===== src/rtl/ssd_capture.sv =====
// Seven-segment display scraper: recovers the hex value shown on each of four multiplexed digits; optional error counter under SSD_CAPTURE_ERRCNT_EN.
// Latency: a pair presented before edge E0 and held is captured at edge E0+STABLE_CYCLES; upd pulses on that edge.
// Backpressure: none, the inputs are free-running display lines and every qualifying capture is taken immediately.
module ssd_capture #(
    parameter int unsigned STABLE_CYCLES = 4
) (
    input  logic        clk,
    input  logic        rst,
    input  logic [3:0]  an,
    input  logic [6:0]  seg,
    input  logic        clr,
    output logic [15:0] digits,
    output logic [3:0]  valid,
    output logic        upd,
    output logic        err,
    output logic [7:0]  err_cnt
);

    typedef enum logic [1:0] {IDLE, SETTLE, HOLD} state_t;

    localparam logic [7:0] CAP_CNT = 8'(STABLE_CYCLES - 1);

    state_t      state, state_nxt;
    logic [3:0]  an_q;
    logic [6:0]  seg_q;
    logic [7:0]  stab_cnt;
    logic        single;
    logic [1:0]  idx;
    logic        fresh;
    logic        cap;
    logic        dec_hit;
    logic [3:0]  dec_val;
    logic        blank;

    // The count is cleared on the edge a new pair lands, so zero marks a just-changed pair.
    always_ff @(posedge clk) begin
        if (!rst) begin
            an_q     <= 4'hF;
            seg_q    <= 7'h7F;
            stab_cnt <= 8'd0;
        end else begin
            an_q  <= an;
            seg_q <= seg;
            if ({an, seg} != {an_q, seg_q})
                stab_cnt <= 8'd0;
            else if (stab_cnt != 8'hFF)
                stab_cnt <= stab_cnt + 8'd1;
        end
    end

    assign fresh = (stab_cnt == 8'd0);
    assign blank = (seg_q == 7'h7F);

    always_comb begin
        single = 1'b1;
        idx    = 2'd0;
        case (an_q)
            4'b1110: idx = 2'd0;
            4'b1101: idx = 2'd1;
            4'b1011: idx = 2'd2;
            4'b0111: idx = 2'd3;
            default: single = 1'b0;
        endcase
    end

    always_comb begin
        dec_hit = 1'b1;
        dec_val = 4'h0;
        case (seg_q)
            7'b0000001: dec_val = 4'h0;
            7'b1001111: dec_val = 4'h1;
            7'b0010010: dec_val = 4'h2;
            7'b0000110: dec_val = 4'h3;
            7'b1001100: dec_val = 4'h4;
            7'b0100100: dec_val = 4'h5;
            7'b0100000: dec_val = 4'h6;
            7'b0001111: dec_val = 4'h7;
            7'b0000000: dec_val = 4'h8;
            7'b0000100: dec_val = 4'h9;
            7'b0001000: dec_val = 4'hA;
            7'b1100000: dec_val = 4'hB;
            7'b0110001: dec_val = 4'hC;
            7'b1000010: dec_val = 4'hD;
            7'b0110000: dec_val = 4'hE;
            7'b0111000: dec_val = 4'hF;
            default:    dec_hit = 1'b0;
        endcase
    end

    always_ff @(posedge clk) begin
        if (!rst)
            state <= IDLE;
        else
            state <= state_nxt;
    end

    always_comb begin
        state_nxt = state;
        cap       = 1'b0;
        case (state)
            IDLE: begin
                if (single)
                    state_nxt = SETTLE;
            end
            SETTLE: begin
                if (fresh) begin
                    if (!single)
                        state_nxt = IDLE;
                end else if (stab_cnt == CAP_CNT) begin
                    cap       = 1'b1;
                    state_nxt = HOLD;
                end
            end
            HOLD: begin
                if (fresh)
                    state_nxt = single ? SETTLE : IDLE;
            end
            default: state_nxt = IDLE;
        endcase
    end

    // A clear on the capture edge wins; the FSM still moves to HOLD so the pair is not retaken.
    always_ff @(posedge clk) begin
        if (!rst) begin
            digits <= 16'h0000;
            valid  <= 4'b0000;
            upd    <= 1'b0;
            err    <= 1'b0;
        end else begin
            upd <= 1'b0;
            if (clr) begin
                valid <= 4'b0000;
                err   <= 1'b0;
            end else if (cap) begin
                if (dec_hit) begin
                    digits[{idx, 2'b00} +: 4] <= dec_val;
                    valid[idx]                <= 1'b1;
                    upd                       <= 1'b1;
                end else if (blank) begin
                    valid[idx] <= 1'b0;
                    upd        <= 1'b1;
                end else begin
                    err <= 1'b1;
                end
            end
        end
    end

`ifdef SSD_CAPTURE_ERRCNT_EN
    always_ff @(posedge clk) begin
        if (!rst)
            err_cnt <= 8'd0;
        else if (clr)
            err_cnt <= 8'd0;
        else if (cap && !dec_hit && !blank && err_cnt != 8'hFF)
            err_cnt <= err_cnt + 8'd1;
    end
`else
    assign err_cnt = 8'd0;
`endif

endmodule


===== config.mk =====
export PLATFORM = sky130hd
export DESIGN_NAME = ssd_capture
export DESIGN_NICKNAME = d
export VERILOG_FILES = /design/src/rtl/ssd_capture.sv
export SDC_FILE = /design/constraint.sdc
export NUM_CORES = 1
export LEC_CHECK = 0
export BUFFER_PORTS_ARGS = -buffer_cell sky130_fd_sc_hd__buf_2
export CAP_MARGIN = 5
export CORE_MARGIN = 2
export CORE_UTILIZATION = 55
export CTS_CLUSTER_SIZE = 24
export DETAILED_ROUTE_END_ITERATION = 7
export PLACE_DENSITY = 0.79
export SLEW_MARGIN = 20
export SYNTH_ARGS = -nofsm -noshare
export SYNTH_HDL_FRONTEND = slang
export SYNTH_SLANG_ARGS = --single-unit

===== constraint.sdc =====
create_clock -name clk -period 2.3 [get_ports clk]
set_input_delay 0.46 -clock clk [delete_from_list [all_inputs] [get_ports clk]]
set_output_delay 0.46 -clock clk [all_outputs]
set_load 0.05 [all_outputs]

==> flow_summary.json, run 1 <==
{
  "clock_skew_ns": 0.005641,
  "coreArea_sq_mm": 0.004354,
  "end_kind": "flop",
  "cpLargestDelayFamily": "compound AO/OA/AOI/OAI gates",
  "numCtsBuffers": 5,
  "comb_power_share_pct": 10.8,
  "critPathMaxStageDelay_ns": 0.55,
  "dp_hpwl_microns": 3683,
  "relSlewSlack_pct": 61.43,
  "port_buffers": 35,
  "cts-root-buf": "clkbuf_8",
  "synthCells": 291,
  "die_h_microns": 71.12,
  "p_leak_nw": 1.190,
  "slowest_stage": "dfxtp_1",
  "place_congestion": 0.9072,
  "ys_ff_latch": 43,
  "yosys-top-cells-count": "dfxtp_1, nand2_1, nor2_1, a21oi_1, xor2_1",
  "synth_top_area_share_pct": 34.75,
  "cp-start-kind": "flop",
  "ys_warn_count": 0,
  "grt_max_degree": 31,
  "r2r_start": "seg_q[1]",
  "critPathRequiredTime_ns": 2.49,
  "synth_area_sq_mm": 0.002477,
  "antenna_found_initial": 0,
  "cts_tree": "yes",
  "fin_crit_sh_pct": 92.88,
  "hp-class": "in2reg",
  "cts.path.max_buffers": 2,
  "crit_buf_inv": 1,
  "synth_top_area_cell": "dfxtp_1",
  "drc": 0,
  "p_per_area_mw_per_mm2": 582.7,
  "yosysMostFrequentCell": "dfxtp_1",
  "firstDrtPassIters": 4,
  "drv_cap": 0,
  "clk_pin_slew_ns": 0.08,
  "io_pins": 44,
  "drt_wl_total_microns": 5120,
  "grt_pass1_vias": 1963,
  "fin_cells": 379,
  "initial_core_util_pct": 56.90,
  "hold_violations": 0,
  "vdd_drop_max_uv": 325.0,
  "worst_slack_ns": 0.1637,
  "die_w_microns": 71.12,
  "grt_pass1_wl_microns": 8852,
  "fillers": 371,
  "pwr-share-seq_pct": 47.4,
  "place_ws_ns": 0.1119,
  "multi_input_area_sq_mm": 0.001485,
  "setup_viol": 0,
  "htree_levels": 2,
  "grt_util_all_layers_pct": 21.66,
  "synth-edff-count": 0,
  "ys_seq_area_share_pct": 34.75,
  "dieArea_sq_mm": 0.005057,
  "drt_iter0_markers": 156,
  "p_total_mw": 1.651,
  "wl_per_cell_microns": 13.51,
  "placedCellCount": 371,
  "cp-startpoint": "seg_q[1]",
  "num_antenna_cells": 0,
  "clock-sinks": 43,
  "tightestPinTransition_ns": 0.5765,
  "area_delta_synth_final_pct": 14.34,
  "detail-route-antenna-nets": 0,
  "synthFlopType": "dfxtp_1",
  "arrival_ns": 2.33,
  "clk-insertion-delay-late_ns": 0.29,
  "crit_chain": "and4bb_2, a22oi_1, o21ai_1, buf_4, or2_1, a41o_1",
  "fin_nets": 346,
  "synthDistinctLibCells": 57,
  "vias": 2168,
  "register_area_sq_um": 865.8,
  "p_int_mw": 1.256,
  "status": "complete, no violations",
  "async_flop_share_pct": 0,
  "synth_area_leaders": "dfxtp_1, nand2_1, xor2_1",
  "final_max_slew_viol_count": 0,
  "row_count": 24,
  "crit_type": "reg2reg",
  "switching_share_pct": 23.93,
  "drive_above_1_share_pct": 21.71,
  "crit_fanout": 13,
  "min_period_ns": 2.136,
  "p_clk_share_pct": 41.8,
  "grt_overflow_total": 0,
  "max_freq_mhz": 468.1,
  "avgSynthCellArea_sq_um": 8.513,
  "worstHoldStart": "seg[1]",
  "power.switching_uw": 394.9,
  "via_per_inst": 5.720
}
==> layout make-up <==
| type | instances | area share, % |
|---|---|---|
| sequential | 43 | 30.57 |
| clock inverter | 2 | 2.120 |
| timing repair buffer | 45 | 8.834 |
| clock buffer | 6 | 2.562 |
| tap | 52 | 2.297 |
| multi-input combinational | 222 | 52.43 |
| inverter | 9 | 1.193 |
==> cells in the final DEF, fill, tap and decap left out, drive strengths merged, types with 4 or more instances in the layout <==
cell type	n
inv	8
dfxtp	43
a21oi	14
and3	5
o22ai	4
nand2b	11
clkbuf	6
conb	8
nor2	20
mux2i	10
buf	45
nor4	5
nor3	10
a41o	4
nand3	10
ha	6
o21ai	9
o32ai	5
xor2	13
nand2	35
==> layer usage <==
layer  share of wire (%)  track usage (%)  up-vias
li1                    -                -     1100
met1                  46            28.26     1002
met2                  48            36.97       61
met3                 4.9            3.561        5
met4                 1.1            6.289        0
met5                   0                0        -
==> sequential cells by signal, indices dropped and copies added (netlist names), named ones only <==
signal    count
stab_cnt      8
state         2
err           1
seg_q         7
digits       16
upd           1
an_q          4
==> what timing repair did <==
action,4_1_cts,5_1_grt
hold endpoints to repair,0,0
resized for setup,0,6
hold buffers,0,0
setup endpoints to repair,0,8
setup buffers,0,0
==> path summary, 6_finish.rpt <==
path / slack [ns] / cells after the start / to
max reg2reg: 0.16 / 6 / flop
max: 0.16 / 6 / flop
min: 0.37 / 2 / seg_q[1]
min reg2reg: 0.46 / 2 / digits[1]
==> power by group through the flow <==
| stage | Combinational, mW | Sequential (mW) | Clock [mW] |
|---|---|---|---|
| 5_1_grt | 0.197 | 0.785 | 0.734 |
| 3_3_place_gp | 0.172 | 0.797 | 0 |
| 6_report | 0.179 | 0.782 | 0.690 |
| 4_1_cts | 0.176 | 0.781 | 0.703 |
| 2_1_floorplan | 0.154 | 0.783 | 0 |
| 3_5_place_dp | 0.175 | 0.798 | 0 |
==> per-stage QoR <==
step | hold WS (ns) | utilization, % | setup TNS (ns) | instance area [sq um]
CTS | 0.3687 | 64.68 | 0 | 2816
finish | 0.3707 | 65.06 | 0 | 2833
global route | 0.3754 | 65.06 | -0.008539 | 2833
floorplan | 0.4793 | - | 0 | 2504
global placement | 0.4402 | 61.64 | 0 | 2684
detailed placement | 0.4425 | 61.64 | 0 | 2684
==> cell families (layout without fill, tap and decap cells) <==
group | Yosys count | after routing | synth area share, %
compound gates | 57 | 57 | 18.28
xor+xnor | 16 | 16 | 5.657
fa+ha+maj | 6 | 6 | 3.030
buf+inv | 33 | 62 | 6.818
flops | 43 | 43 | 34.75
mux | 10 | 10 | 4.041
other cells | 1 | 8 | 0.1514
simple gates | 125 | 125 | 27.27
Note: power is estimated with default switching activity, not from simulation.
==> inputs of run 2 (changes only) <==
--- a/config.mk
+++ b/config.mk
@@ -5,13 +5,14 @@
 export SDC_FILE = /design/constraint.sdc
 export NUM_CORES = 1
 export LEC_CHECK = 0
+export ABC_AREA = 1
 export BUFFER_PORTS_ARGS = -buffer_cell sky130_fd_sc_hd__buf_2
 export CAP_MARGIN = 5
 export CORE_MARGIN = 2
-export CORE_UTILIZATION = 55
+export CORE_UTILIZATION = 51
 export CTS_CLUSTER_SIZE = 24
 export DETAILED_ROUTE_END_ITERATION = 7
-export PLACE_DENSITY = 0.79
+export PLACE_DENSITY = 0.76
 export SLEW_MARGIN = 20
 export SYNTH_ARGS = -nofsm -noshare
 export SYNTH_HDL_FRONTEND = slang
==> constraint.sdc (replaced) <==
create_clock -name clk -period 1.95 [get_ports clk]
set_input_delay 0.39 -clock clk [delete_from_list [all_inputs] [get_ports clk]]
set_output_delay 0.39 -clock clk [all_outputs]
set_load 0.05 [all_outputs]
==> run 2 against run 1 <==
  * Clock power up 3%
  * Die area up 14%
  * Sequential power up 17%
  * Critical path type unchanged
==> flow_summary.json, run 2 <==
{
  "crit_fanout": 6,
  "synth_area_sq_mm": 0.002639,
  "dp_hpwl_microns": 4410,
  "cts-root-buf": "clkbuf_8",
  "hold_violations": 0,
  "final_cell_mix": "nand2_1, nor2_1, inv_1",
  "synth-xor-area-share_pct": 0.9957,
  "register_area_sq_um": 863.3,
  "top_register": "digits",
  "synth_area_leaders": "dfxtp_1, nand2_1, nor2_1",
  "end_kind": "flop",
  "initial_core_util_pct": 52.33,
  "drc": 0,
  "clock-sinks": 43,
  "critPathRequiredTime_ns": 2.20,
  "ys_ff_latch": 43,
  "p_leak_nw": 1.527,
  "final_util_pct": 60.10,
  "worstHoldStart": "an[0]",
  "area_delta_synth_final_pct": 14.84,
  "synth_top_area_cell": "dfxtp_1",
  "grt_util_all_layers_pct": 20.91,
  "via_per_inst": 4.832,
  "drv_cap": 0,
  "place_area_sq_mm": 0.002878,
  "row_count": 26,
  "grt_pass1_vias": 2410,
  "cts_tree": "yes",
  "final_area_sq_mm": 0.003030,
  "htree_levels": 2,
  "power.switching_uw": 513.7,
  "numCtsBuffers": 5,
  "port_buffers": 35,
  "fillers": 499,
  "drt_wl_total_microns": 5746,
  "max_freq_mhz": 561.7,
  "firstDrtPassIters": 4,
  "synthDistinctLibCells": 31,
  "arrival_ns": 2.03,
  "drt_iter0_markers": 139,
  "drive_above_1_share_pct": 19.78,
  "detail-route-antenna-nets": 0,
  "crit_type": "reg2reg",
  "avgSynthCellArea_sq_um": 6.328,
  "p_total_mw": 1.855,
  "hp-class": "in2reg",
  "status": "complete, no violations",
  "comb_power_share_pct": 12.6,
  "ys_seq_area_share_pct": 32.62,
  "clk_pin_slew_ns": 0.09,
  "clock_skew_ns": 0.006619,
  "yosysMostFrequentCell": "nand2_1",
  "synth_top_area_share_pct": 32.62,
  "critPathMaxStageDelay_ns": 0.39,
  "grt_pass1_wl_microns": 10090,
  "clk-insertion-delay-late_ns": 0.30,
  "async_flop_share_pct": 0,
  "pwr-share-seq_pct": 49.2,
  "synthCells": 417,
  "die_w_microns": 75.93,
  "tns_ns": 0,
  "synth_simple_gate_area_share_pct": 42.63,
  "multi_input_area_sq_mm": 0.001514,
  "cp-start-kind": "flop",
  "place_congestion": 0.9025,
  "grt_overflow_total": 0,
  "grt_max_degree": 22,
  "io_pins": 44,
  "synthFlopType": "dfxtp_1",
  "vias": 2561,
  "holdBufCountCts": 0,
  "p_per_area_mw_per_mm2": 612.1,
  "cts.path.max_buffers": 2,
  "fin_nets": 479,
  "die_h_microns": 75.93,
  "largest_reg_flops": 16,
  "p_int_mw": 1.341,
  "synth-edff-count": 0,
  "min_period_ns": 1.780,
  "setup_viol": 0,
  "p_clk_share_pct": 38.2,
  "ys_warn_count": 0,
  "synthAdderAreaFrac_pct": 2.845,
  "slowest_stage": "dfxtp_1",
  "synth_compound_area_share_pct": 8.772,
  "cp-startpoint": "an_q[2]",
  "vdd_drop_max_uv": 353.8,
  "synth_top_family_by_area": "simple AND/OR/NAND/NOR gates",
  "coreArea_sq_mm": 0.005042,
  "dieArea_sq_mm": 0.005765,
  "wl_per_cell_microns": 10.84,
  "antenna_found_initial": 0,
  "top_regs": "digits: 16 flops, stab_cnt: 8 flops, seg_q: 7 flops",
  "fin_crit_sh_pct": 91.30,
  "num_antenna_cells": 0,
  "synthMuxAreaShare_pct": 0,
  "r2r_start": "an_q[2]",
  "final_common_cell": "nand2_1",
  "switching_share_pct": 27.70,
  "final_max_slew_viol_count": 0,
  "crit_chain": "inv_1, nand2_1, nand4_1, inv_2, ha_1, inv_2, nand2_1, nor3_1, o21ai_0, nor2_1",
  "yosys-top-cells-count": "nand2_1, nor2_1, inv_1, dfxtp_1, a21oi_1"
}
==> run 2: power groups by stage <==
stage | clock network (mW) | registers, mW | logic [mW]
6_report | 0.708 | 0.913 | 0.234
5_1_grt | 0.761 | 0.915 | 0.263
4_1_cts | 0.728 | 0.911 | 0.224
3_5_place_dp | 0 | 0.932 | 0.223
3_3_place_gp | 0 | 0.931 | 0.218
2_1_floorplan | 0 | 0.927 | 0.185
==> run 2: area by class of cell <==
| class | instances | share of cell area [%] |
|---|---|---|
| clock buffer | 5 | 2.271 |
| clock inverter | 3 | 1.445 |
| inverter | 65 | 8.175 |
| multi-input combinational | 305 | 49.96 |
| sequential | 43 | 28.49 |
| tap | 70 | 2.890 |
| timing repair buffer | 39 | 6.771 |
==> run 2: kinds of logic (layout without fill, tap and decap cells) <==
family	Yosys count	count (layout)
simple gates	246	246
buf+inv	76	112
flops	43	43
compound gates	42	42
fa+ha+maj	6	6
xor+xnor	3	3
other cells	1	8
==> run 2: stage by stage <==
step / setup WS (ns) / hold slack, ns / std cells
after floorplan: 0.2528 / 0.4442 / 424
after global placement: 0.1832 / 0.4331 / 521
after detailed placement: 0.1188 / 0.4431 / 521
after CTS: 0.07818 / 0.2802 / 529
after global routing: -0.02421 / 0.2900 / 530
final: 0.1696 / 0.2870 / 530
==> run 2: repair_timing <==
action | 4_1_cts | 5_1_grt
endpoints found under the setup margin | 0 | 18
setup buffers | 0 | 1
gates resized for setup | 0 | 11
==> run 2: per-layer routing <==
metal  vias up  share of wire (%)  global-route usage (%)
met5         -                  0                       0
met4         0                1.1                   5.818
met2        50                 48                   37.41
met3         7                3.7                   4.167
met1      1127                 47                   25.54
li1       1377                  -                       -
==> run 2: worst paths after layout <==
path              slack [ns]         end  depth (start not counted)
setup / recovery        0.17  digits[10]                         10
hold / removal          0.29     an_q[0]                          3
setup reg to reg        0.17  digits[10]                         10
hold reg to reg         0.45        flop                          2
==> run 2: critical path, delay by kind of cell, from the launching register on <==
| family | cells | cell delay [ns] |
|---|---|---|
| buf+inv | 3 | 0.34 |
| fa+ha+maj | 1 | 0.30 |
| flops | 1 | 0.39 |
| simple gates | 5 | 0.59 |
| compound gates | 1 | 0.10 |
